--- config.mk ---
export PLATFORM = sky130hd
export DESIGN_NAME = multdiv_sequencer
export DESIGN_NICKNAME = d
export VERILOG_FILES = /design/src/rtl/proc_pkg.sv /design/src/rtl/multdiv_decode.sv /design/src/rtl/multdiv_sequencer.sv
export SDC_FILE = /design/constraint.sdc
export NUM_CORES = 1
export LEC_CHECK = 0
export BUFFER_PORTS_ARGS = -buffer_cell sky130_fd_sc_hd__buf_4
export CAP_MARGIN = 20
export CORE_ASPECT_RATIO = 1.2
export CORE_MARGIN = 2
export CORE_UTILIZATION = 49
export CTS_BUF_LIST = sky130_fd_sc_hd__clkbuf_4
export DETAILED_ROUTE_END_ITERATION = 8
export PLACE_DENSITY = 0.88
export SYNTH_ARGS = -nofsm -noshare
export SYNTH_HDL_FRONTEND = slang
export SYNTH_SLANG_ARGS = --single-unit
--- constraint.sdc ---
create_clock -name clock -period 4.9 [get_ports clock]
set_input_delay 0.98 -clock clock [delete_from_list [all_inputs] [get_ports clock]]
set_output_delay 0.98 -clock clock [all_outputs]
set_load 0.005 [all_outputs]
--- src/rtl/proc_pkg.sv ---
// Shared processor constants and types for the multiply/divide path.
// Opcode/ALU-op fields, rstatus index, exception codes, sequencer states.
package proc_pkg;

  localparam logic [4:0] OP_ALU     = 5'b00000;
  localparam logic [4:0] ALUOP_MULT = 5'b00110;
  localparam logic [4:0] ALUOP_DIV  = 5'b00111;

  localparam int RSTATUS_REG   = 30;
  localparam int MULT_EXC_CODE = 4;
  localparam int DIV_EXC_CODE  = 5;

  typedef enum logic [1:0] {
    MD_IDLE,
    MD_RUN,
    MD_DONE
  } md_state_t;

endpackage

--- src/rtl/multdiv_decode.sv ---
// Combinational mult/div detector for the DX instruction, shared with stall logic.
// Ports: ir (32b) in; is_mult, is_div, rd (5b) out.
module multdiv_decode (
  input  logic [31:0] ir,
  output logic        is_mult,
  output logic        is_div,
  output logic [4:0]  rd
);
  import proc_pkg::*;

  logic alu_op;
  logic unused_ir;

  assign alu_op  = (ir[31:27] == OP_ALU);
  assign is_mult = alu_op && (ir[6:2] == ALUOP_MULT);
  assign is_div  = alu_op && (ir[6:2] == ALUOP_DIV);
  assign rd      = ir[26:22];

  assign unused_ir = ^{ir[21:7], ir[1:0]};

endmodule

--- src/rtl/multdiv_sequencer.sv ---
// Issues mult/div from DX to the iterative unit, stalls the front end, writes back once.
// Ports: clock, global_reset, dx_ir/dx_a/dx_b, flush, unit_ready/result/exception in;
//   ctrl_mult/ctrl_div, unit_a/unit_b, md_stall, wb_valid/wb_rd/wb_data, busy out.
// Optional RUN timeout: define MULTDIV_TIMEOUT_EN.
module multdiv_sequencer #(
  parameter int DATA_W         = 32,
  parameter int REG_W          = 5,
  parameter int RSTATUS_REG    = proc_pkg::RSTATUS_REG,
  parameter int MULT_EXC_CODE  = proc_pkg::MULT_EXC_CODE,
  parameter int DIV_EXC_CODE   = proc_pkg::DIV_EXC_CODE,
  parameter int TIMEOUT_CYCLES = 40
) (
  input  logic              clock,
  input  logic              global_reset,
  input  logic [31:0]       dx_ir,
  input  logic [DATA_W-1:0] dx_a,
  input  logic [DATA_W-1:0] dx_b,
  input  logic              flush,
  input  logic              unit_ready,
  input  logic [DATA_W-1:0] unit_result,
  input  logic              unit_exception,
  output logic              ctrl_mult,
  output logic              ctrl_div,
  output logic [DATA_W-1:0] unit_a,
  output logic [DATA_W-1:0] unit_b,
  output logic              md_stall,
  output logic              wb_valid,
  output logic [REG_W-1:0]  wb_rd,
  output logic [DATA_W-1:0] wb_data,
  output logic              busy
);
  import proc_pkg::*;

  localparam logic [REG_W-1:0]  RS_IDX   = REG_W'(RSTATUS_REG);
  localparam logic [DATA_W-1:0] MULT_EXC = DATA_W'(MULT_EXC_CODE);
  localparam logic [DATA_W-1:0] DIV_EXC  = DATA_W'(DIV_EXC_CODE);

  md_state_t state, state_n;

  logic              is_mult, is_div;
  logic [4:0]        dec_rd;
  logic              issue;

  logic [REG_W-1:0]  rd_q, rd_n;
  logic              div_q, div_n;
  logic [DATA_W-1:0] ua_n, ub_n;
  logic              cm_n, cd_n;
  logic              wv_n;
  logic [REG_W-1:0]  wrd_n;
  logic [DATA_W-1:0] wd_n;
  logic [DATA_W-1:0] exc_data;
  logic              ready_ok;

`ifdef MULTDIV_TIMEOUT_EN
  localparam int CNT_W = $clog2(TIMEOUT_CYCLES + 1);
  logic [CNT_W-1:0] cnt_q, cnt_n;
`else
  localparam int unused_timeout = TIMEOUT_CYCLES;
`endif

  multdiv_decode u_decode (
    .ir      (dx_ir),
    .is_mult (is_mult),
    .is_div  (is_div),
    .rd      (dec_rd)
  );

  assign issue    = (is_mult || is_div) && !flush;
  assign exc_data = div_q ? DIV_EXC : MULT_EXC;
  // The unit cannot answer in the cycle its start pulse is visible.
  assign ready_ok = unit_ready && !(ctrl_mult || ctrl_div);

  always_comb begin
    state_n  = state;
    rd_n     = rd_q;
    div_n    = div_q;
    ua_n     = unit_a;
    ub_n     = unit_b;
    cm_n     = 1'b0;
    cd_n     = 1'b0;
    wv_n     = 1'b0;
    wrd_n    = wb_rd;
    wd_n     = wb_data;
    md_stall = 1'b0;
`ifdef MULTDIV_TIMEOUT_EN
    cnt_n    = cnt_q;
`endif
    unique case (state)
      MD_IDLE: begin
        if (issue) begin
          md_stall = 1'b1;
          ua_n     = dx_a;
          ub_n     = dx_b;
          rd_n     = REG_W'(dec_rd);
          div_n    = is_div;
`ifdef MULTDIV_TIMEOUT_EN
          cnt_n    = '0;
`endif
          // Divide by zero is resolved here; the unit never sees it.
          if (is_div && dx_b == '0) begin
            state_n = MD_DONE;
            wv_n    = 1'b1;
            wrd_n   = RS_IDX;
            wd_n    = DIV_EXC;
          end else begin
            state_n = MD_RUN;
            cm_n    = is_mult;
            cd_n    = is_div;
          end
        end
      end
      MD_RUN: begin
        md_stall = 1'b1;
`ifdef MULTDIV_TIMEOUT_EN
        cnt_n    = cnt_q + 1'b1;
`endif
        if (flush) begin
          state_n = MD_IDLE;
        end else if (ready_ok) begin
          state_n = MD_DONE;
          wv_n    = 1'b1;
          wrd_n   = unit_exception ? RS_IDX : rd_q;
          wd_n    = unit_exception ? exc_data : unit_result;
        end
`ifdef MULTDIV_TIMEOUT_EN
        else if (cnt_q == CNT_W'(TIMEOUT_CYCLES)) begin
          state_n = MD_DONE;
          wv_n    = 1'b1;
          wrd_n   = RS_IDX;
          wd_n    = exc_data;
        end
`endif
      end
      MD_DONE: begin
        state_n = MD_IDLE;
      end
      default: begin
        state_n = MD_IDLE;
      end
    endcase
  end

  always_ff @(posedge clock) begin
    if (global_reset) begin
      state     <= MD_IDLE;
      rd_q      <= '0;
      div_q     <= 1'b0;
      unit_a    <= '0;
      unit_b    <= '0;
      ctrl_mult <= 1'b0;
      ctrl_div  <= 1'b0;
      wb_valid  <= 1'b0;
      wb_rd     <= '0;
      wb_data   <= '0;
      busy      <= 1'b0;
`ifdef MULTDIV_TIMEOUT_EN
      cnt_q     <= '0;
`endif
    end else begin
      state     <= state_n;
      rd_q      <= rd_n;
      div_q     <= div_n;
      unit_a    <= ua_n;
      unit_b    <= ub_n;
      ctrl_mult <= cm_n;
      ctrl_div  <= cd_n;
      wb_valid  <= wv_n;
      wb_rd     <= wrd_n;
      wb_data   <= wd_n;
      busy      <= (state_n != MD_IDLE);
`ifdef MULTDIV_TIMEOUT_EN
      cnt_q     <= cnt_n;
`endif
    end
  end

endmodule

==> flow_summary.toml, run 1 <==
[sta]
fin_crit_ns = 2.97
report.final.slew_viol_count = 0
finalHoldViolations = 0
setup-tns-final_ns = 0
rsz0062_at_grt = "false"
setup_viol = 0
slew_headroom = 0.315
skew_ns = 0.0108
timing.final.ws_setup_ns = 1.93
min_period_over_period = 0.606
max_freq_mhz = 337
tightest_slew_ns = 1.03

[floorplan]
chipWidth_um = 88.7
fp.dieH_um = 106
num_rows = 37
ios = 239
core_area_mm2 = 0.00847
die-area_mm2 = 0.00936
start_util = 0.498

[setup_path]
max_stage_delay_ns = 0.30
required_ns = 3.92
critPathTopFamily = "simple AND/OR/NAND/NOR gates"
worstSetupEndpointType = "output port"
cp_cell_sequence = "buf_4, nor3_2, nand3_1, o21a_1, nor2_1, buf_4"
cpMostUsedCell = "buf_4"
crit_buf_inv = 2
critical_path_class = "primary input to output port"
path_max_fanout = 4
arrival_ns = 1.99
start_kind = "primary input"
cpMaxStageDelayCell = "nor3_2"

[layout]
multi_input_area_mm2 = 0.00178
antennaDiodeCount = 0
fin_area_mm2 = 0.00612
nets = 821
regArea_mm2 = 0.00226
synthToLayoutAreaGrowth_pct = 45.1
drive_gt1_frac = 0.383
final_common_cell = "buf_4"
nFillCells = 672
final_cell_mix = "buf_4 (227), nand2_1 (141), dfxtp_1 (113), a21oi_1 (70), nor3b_1 (32)"

[synth]
synth_cell_types = 30
synth_edf_count = 0
syn_area_per_cell_um2 = 8.76
postSynthCellCount = 481
ys_async_sr_fraction = 0
syn_area_mm2 = 0.00422
yosysSeqAreaShare = 0.537
ys.flop_type = "dfxtp_1"
synth_seq_cells = 113
synth_nets = 614
synth_warnings = 0

[pwr]
ir_worst_vdd_mv = 0.195
p_per_area_mw_per_mm2 = 261
p_total_mw = 1.60
p_leak_nw = 2.58

[grt]
gr-total-overflow = 0
grt_pass1_wl_um = 18700
grt_max_degree = 58
grt_pass1_vias = 4105
grt_use_total = 0.256
antenna_found_initial = 0

[placement]
place_area_mm2 = 0.00589
dp_hpwl_um = 8980
place_ws_ns = 1.78
place_congestion = 0.719
port_buffers = 221

[cts]
clk_pin_slew_worst_paths_ns = 0.09
cts.hold.buffers_added = 0
clockRootBuffer = "clkbuf_4"
cts_inserted_buffers = 17
cts_max_level = 4
post_cts_resize_count = 0
clkLatencyLatePin_ns = 0.50
postCtsSetupBuffers = 0
tritoncts = "yes"
clock_sinks = 113
clock_path_buffers = 2

[route]
totalWireLength_um = 12300
first_pass_iters = 5
final_antenna_net_count = 0
dr.first_iter.drc_count = 190
vias = 4264
vias_per_cell = 5.23
wire_per_inst_um = 15.1
drc = 0

[job]
drv_cap = 0

[run_status]
status = "complete, no violations"

[hold_path]
worstHoldPathType = "flop to flop"
-- flip-flops by register name, indices dropped and copies added (netlist names), 2 cells and up --
register  flops
unit_a       32
unit_b       32
wb_data      32
rd_q          5
wb_rd         5
state         2
-- through the flow --
stage,instances,hold slack (ns),utilization
floorplan,481,0.432,-
global placement,786,0.439,0.696
detailed placement,786,0.445,0.696
CTS,816,0.458,0.722
global route,816,0.475,0.722
finish,816,0.453,0.722
-- final timing paths --
kind | from | endpoint | slack [ns] | cells after the start
max | dx_ir[30] | md_stall | 1.93 | 6
max reg2reg | ctrl_div$_SDFF_PP0_ | wb_data[14]$_SDFFE_PP0P_ | 2.62 | 5
min | unit_b[25]$_SDFFE_PP0P_ | unit_b[25]$_SDFFE_PP0P_ | 0.45 | 2
min reg2reg | unit_b[25]$_SDFFE_PP0P_ | unit_b[25]$_SDFFE_PP0P_ | 0.45 | 2
-- worst register-to-register path, stage by stage (launching register included) --
cell and delay (ns):
dfxtp_1 0.32, nor3b_1 0.37, and3_1 0.86, buf_4 0.33, nor3b_1 0.08, a22o_1 0.22
-- synthesized netlist by cell type, types with 2 or more instances --
library cell,count,area share
a22o_1,31,0.064
nor4b_1,2,0.0042
nor2_1,11,0.0098
buf_6,4,0.011
nor3b_1,32,0.057
dfxtp_1,113,0.54
nor4_1,8,0.012
nand2_1,141,0.13
clkbuf_1,32,0.028
a211oi_2,5,0.015
buf_1,2,0.0018
a31o_2,2,0.0042
nor3_1,7,0.0083
nand4_1,3,0.0045
a21oi_1,70,0.083
nand3_1,2,0.0024
and3_1,2,0.0030
nor3_2,2,0.0047
-- report_power, final --
part | leakage, nW | switching, mW | internal [mW] | total [mW]
sequential | 0.910 | 0.000231 | 0.918 | 0.918
combinational | 1.54 | 0.0397 | 0.0630 | 0.103
clock | 0.134 | 0.323 | 0.253 | 0.575
-- layer usage --
layer	track usage	up-vias	wire length, µm
li1	-	2067	-
met1	0.273	1954	4610
met2	0.426	219	6050
met3	0.118	24	1390
met4	0.114	0	280
met5	0	-	0
-- final cells by class --
cell class	count	share of cell area
well taps	117	0.0239
flip-flops and latches	113	0.370
repair buffers	227	0.279
clock inverters	10	0.0117
clock buffers	20	0.0245
inverters	1	0.000614
multi-input cells	328	0.291
-- cells by family after synthesis --
| family | Yosys count | synth area share |
|---|---|---|
| mux | 1 | 0.00237 |
| flops | 113 | 0.537 |
| compound gates | 112 | 0.175 |
| buf+inv | 40 | 0.0430 |
| simple gates | 215 | 0.243 |
(Power assumes the default switching activity.)
==> inputs of run 2 (changes only) <==
--- a/config.mk
+++ b/config.mk
@@ -5,14 +5,15 @@
 export SDC_FILE = /design/constraint.sdc
 export NUM_CORES = 1
 export LEC_CHECK = 0
+export ABC_AREA = 1
 export BUFFER_PORTS_ARGS = -buffer_cell sky130_fd_sc_hd__buf_4
 export CAP_MARGIN = 20
 export CORE_ASPECT_RATIO = 1.2
 export CORE_MARGIN = 2
-export CORE_UTILIZATION = 49
+export CORE_UTILIZATION = 43
 export CTS_BUF_LIST = sky130_fd_sc_hd__clkbuf_4
 export DETAILED_ROUTE_END_ITERATION = 8
-export PLACE_DENSITY = 0.88
+export PLACE_DENSITY = 0.79
 export SYNTH_ARGS = -nofsm -noshare
 export SYNTH_HDL_FRONTEND = slang
 export SYNTH_SLANG_ARGS = --single-unit
==> constraint.sdc (replaced) <==
create_clock -name clock -period 2.7 [get_ports clock]
set_input_delay 0.54 -clock clock [delete_from_list [all_inputs] [get_ports clock]]
set_output_delay 0.54 -clock clock [all_outputs]
set_load 0.005 [all_outputs]
==> run 2 against run 1 <==
Against the previous run:
- area after synthesis increased by 14%
- sequential cell count unchanged
- synthesized cell count increased by 36%
- clock skew increased by 0.0047 ns
- global-route usage decreased by 5.8 points
- core utilization decreased by 11 points
- first-iteration DRC count decreased by 25%
- final cell count increased by 23%
- wire length decreased by 4.6%
- die area increased by 29%
- register-to-register slack got worse by 1.7 ns
- worst hold slack got worse by 0.23 ns
==> flow_summary.toml, run 2 <==
[cts]
cts_max_level = 4
cts.hold.buffers_added = 0
clkLatencyLatePin_ns = 0.51
post_cts_resize_count = 0
clk_pin_slew_worst_paths_ns = 0.09
cts_inserted_buffers = 17
clockRootBuffer = "clkbuf_4"
clock_sinks = 113
tritoncts = "yes"
postCtsSetupBuffers = 0
clock_path_buffers = 2

[route]
totalWireLength_um = 11800
dr.first_iter.drc_count = 143
vias = 4664
drc = 0
final_antenna_net_count = 0
vias_per_cell = 4.64
wire_per_inst_um = 11.7
first_pass_iters = 4

[synth]
synth_nets = 786
synth_top_area_share = 0.470
syn_area_mm2 = 0.00481
ys.flop_type = "dfxtp_1"
synth_top_area_cell = "dfxtp_1"
yosys-top-cells-area = "dfxtp_1 (47%), a21oi_1 (8.7%), inv_1 (8.0%)"
ys_async_sr_fraction = 0
yosysSeqAreaShare = 0.470
synth_edf_count = 0
synth_warnings = 0
yosys-top-cells-count = "dfxtp_1 (113), inv_1 (103), nor2_1 (89), a21oi_1 (84), nand2_1 (82)"
postSynthCellCount = 653
yosysMostFrequentCell = "dfxtp_1"
syn_area_per_cell_um2 = 7.37
synth_seq_cells = 113
synth_cell_types = 27

[setup_path]
required_ns = 2.16
r2r-end = "wb_data[5]$_SDFFE_PP0P_"
r2r_start = "ctrl_div$_SDFF_PP0_"
ff2ff_path_depth = 10
critical_path.endpoint = "md_stall"
rrSetupSlack_ns = 0.91
startpoint = "state[0]$_SDFF_PP0_"
start_kind = "flop"
critical_path_class = "flop to output port"
worstSetupEndpointType = "output port"
arrival_ns = 1.33
path_max_fanout = 4

[pwr]
p_leak_nw = 3.13
sw_frac_of_total = 0.226
ir_worst_vdd_mv = 0.303
clkPwrFrac = 0.401
comb_power_share = 0.071
p_per_area_mw_per_mm2 = 468
p_seq_frac = 0.527
internal_power_mw = 2.45
p_sw_mw = 0.713

[floorplan]
ios = 239
fp.dieH_um = 120
start_util = 0.438
core_area_mm2 = 0.0110
chipWidth_um = 101
die-area_mm2 = 0.0121
num_rows = 42

[sta]
tightest_slew_ns = 0.510
fin_crit_ns = 1.87
setup-tns-final_ns = 0
rsz0062_at_grt = "false"
slew_headroom = 0.660
report.final.slew_viol_count = 0
holdWs_ns = 0.222
min_period_over_period = 0.694
setup_viol = 0
skew_ns = 0.0155
max_freq_mhz = 534
finalHoldViolations = 0

[run_status]
status = "complete, no violations"

[grt]
grt_pass1_wl_um = 19000
antenna_found_initial = 1
gr-total-overflow = 0
grt_max_degree = 140
grt_pass1_vias = 4318
grt_use_total = 0.199

[placement]
dp_hpwl_um = 8520
port_buffers = 221
place_congestion = 0.787

[hold_path]
hold_depth = 2
worstHoldPathType = "primary input to flop"

[job]
drv_cap = 0

[layout]
final_common_cell = "buf_4"
final_cell_mix = "buf_4 (227), dfxtp_1 (113), inv_1 (103), nor2_1 (89), a21oi_1 (84)"
reg_top3 = "unit_a: 32 flops, unit_b: 32 flops, wb_data: 32 flops"
drive_gt1_frac = 0.340
synthToLayoutAreaGrowth_pct = 40.4
nets = 994
[run 2: cell types whose count changed in the layout (fill, tap and decap cells not counted), sizes merged, moves of 4 or more]
cell,change
nor3b,-32
a21oi,+25
nor2,+91
nor4,-8
o21ai,+72
a211oi,-4
nand3,+26
inv,+109
a22o,-31
nor3,-5
nand2,-56
[run 2: metrics by stage]
| step | power, mW | utilization | area, µm² | setup WS (ns) | instances |
|---|---|---|---|---|---|
| floorplan | 1.78 | - | 4810 | 1.09 | 653 |
| global placement | 1.93 | 0.589 | 6470 | 0.545 | 974 |
| detailed placement | 1.93 | 0.589 | 6470 | 0.542 | 974 |
| CTS | 3.21 | 0.615 | 6750 | 0.759 | 1005 |
| global route | 3.30 | 0.615 | 6750 | 0.690 | 1006 |
| finish | 3.16 | 0.615 | 6750 | 0.826 | 1006 |
[run 2: how the worst min path moves through the flow]
stage / from / endpoint / slack (ns)
3_5_place_dp: unit_a[13]$_SDFFE_PP0P_ / unit_a[13]$_SDFFE_PP0P_ / 0.43
3_3_place_gp: unit_a[6]$_SDFFE_PP0P_ / unit_a[6]$_SDFFE_PP0P_ / 0.43
4_1_cts: dx_ir[2] / ctrl_mult$_SDFF_PP0_ / 0.17
2_1_floorplan: rd_q[1]$_SDFFE_PP0P_ / rd_q[1]$_SDFFE_PP0P_ / 0.42
6_report: dx_ir[2] / ctrl_mult$_SDFF_PP0_ / 0.22
5_1_grt: dx_ir[2] / ctrl_mult$_SDFF_PP0_ / 0.17
[run 2: kinds of logic (layout without fill, tap and decap cells)]
group                  count (synthesis)  count (layout)  share of synthesized area
AO/OA/AOI/OAI                        169             169                      0.188
AND/OR/NAND/NOR                      221             221                      0.202
other                                  0               1                          0
buffers and inverters                150             370                      0.140
flip-flops                           113             113                      0.470
[run 2: power by group through the flow]
stage               Sequential (mW)  Combinational, mW  Clock (mW)
finish                         1.67              0.226        1.27
global route                   1.67              0.252        1.38
CTS                            1.67              0.228        1.31
detailed placement             1.71              0.227           0
global placement               1.71              0.224           0
floorplan                      1.71             0.0705           0
[run 2: per-layer routing]
metal / up-vias / track usage / routed length (µm)
li1: 2462 / - / -
met1: 2020 / 0.214 / 4620
met2: 156 / 0.331 / 5710
met3: 26 / 0.0938 / 1110
met4: 0 / 0.0865 / 326
met5: - / 0 / 0
[run 2: cell type report]
type	instances	area [µm²]
multi-input combinational	390	1880
fill	1037	4230
antenna	1	2.50
timing repair buffer	229	1740
tap	132	165
inverter	110	413
sequential	113	2260
clock inverter	12	143
clock buffer	19	143
[run 2: worst max-delay path, stage by stage, from the launching register on]
cell,delay [ns]
dfxtp_1,0.38
inv_2,0.09
nor2_2,0.11
inv_2,0.09
nand2_1,0.07
buf_4,0.11
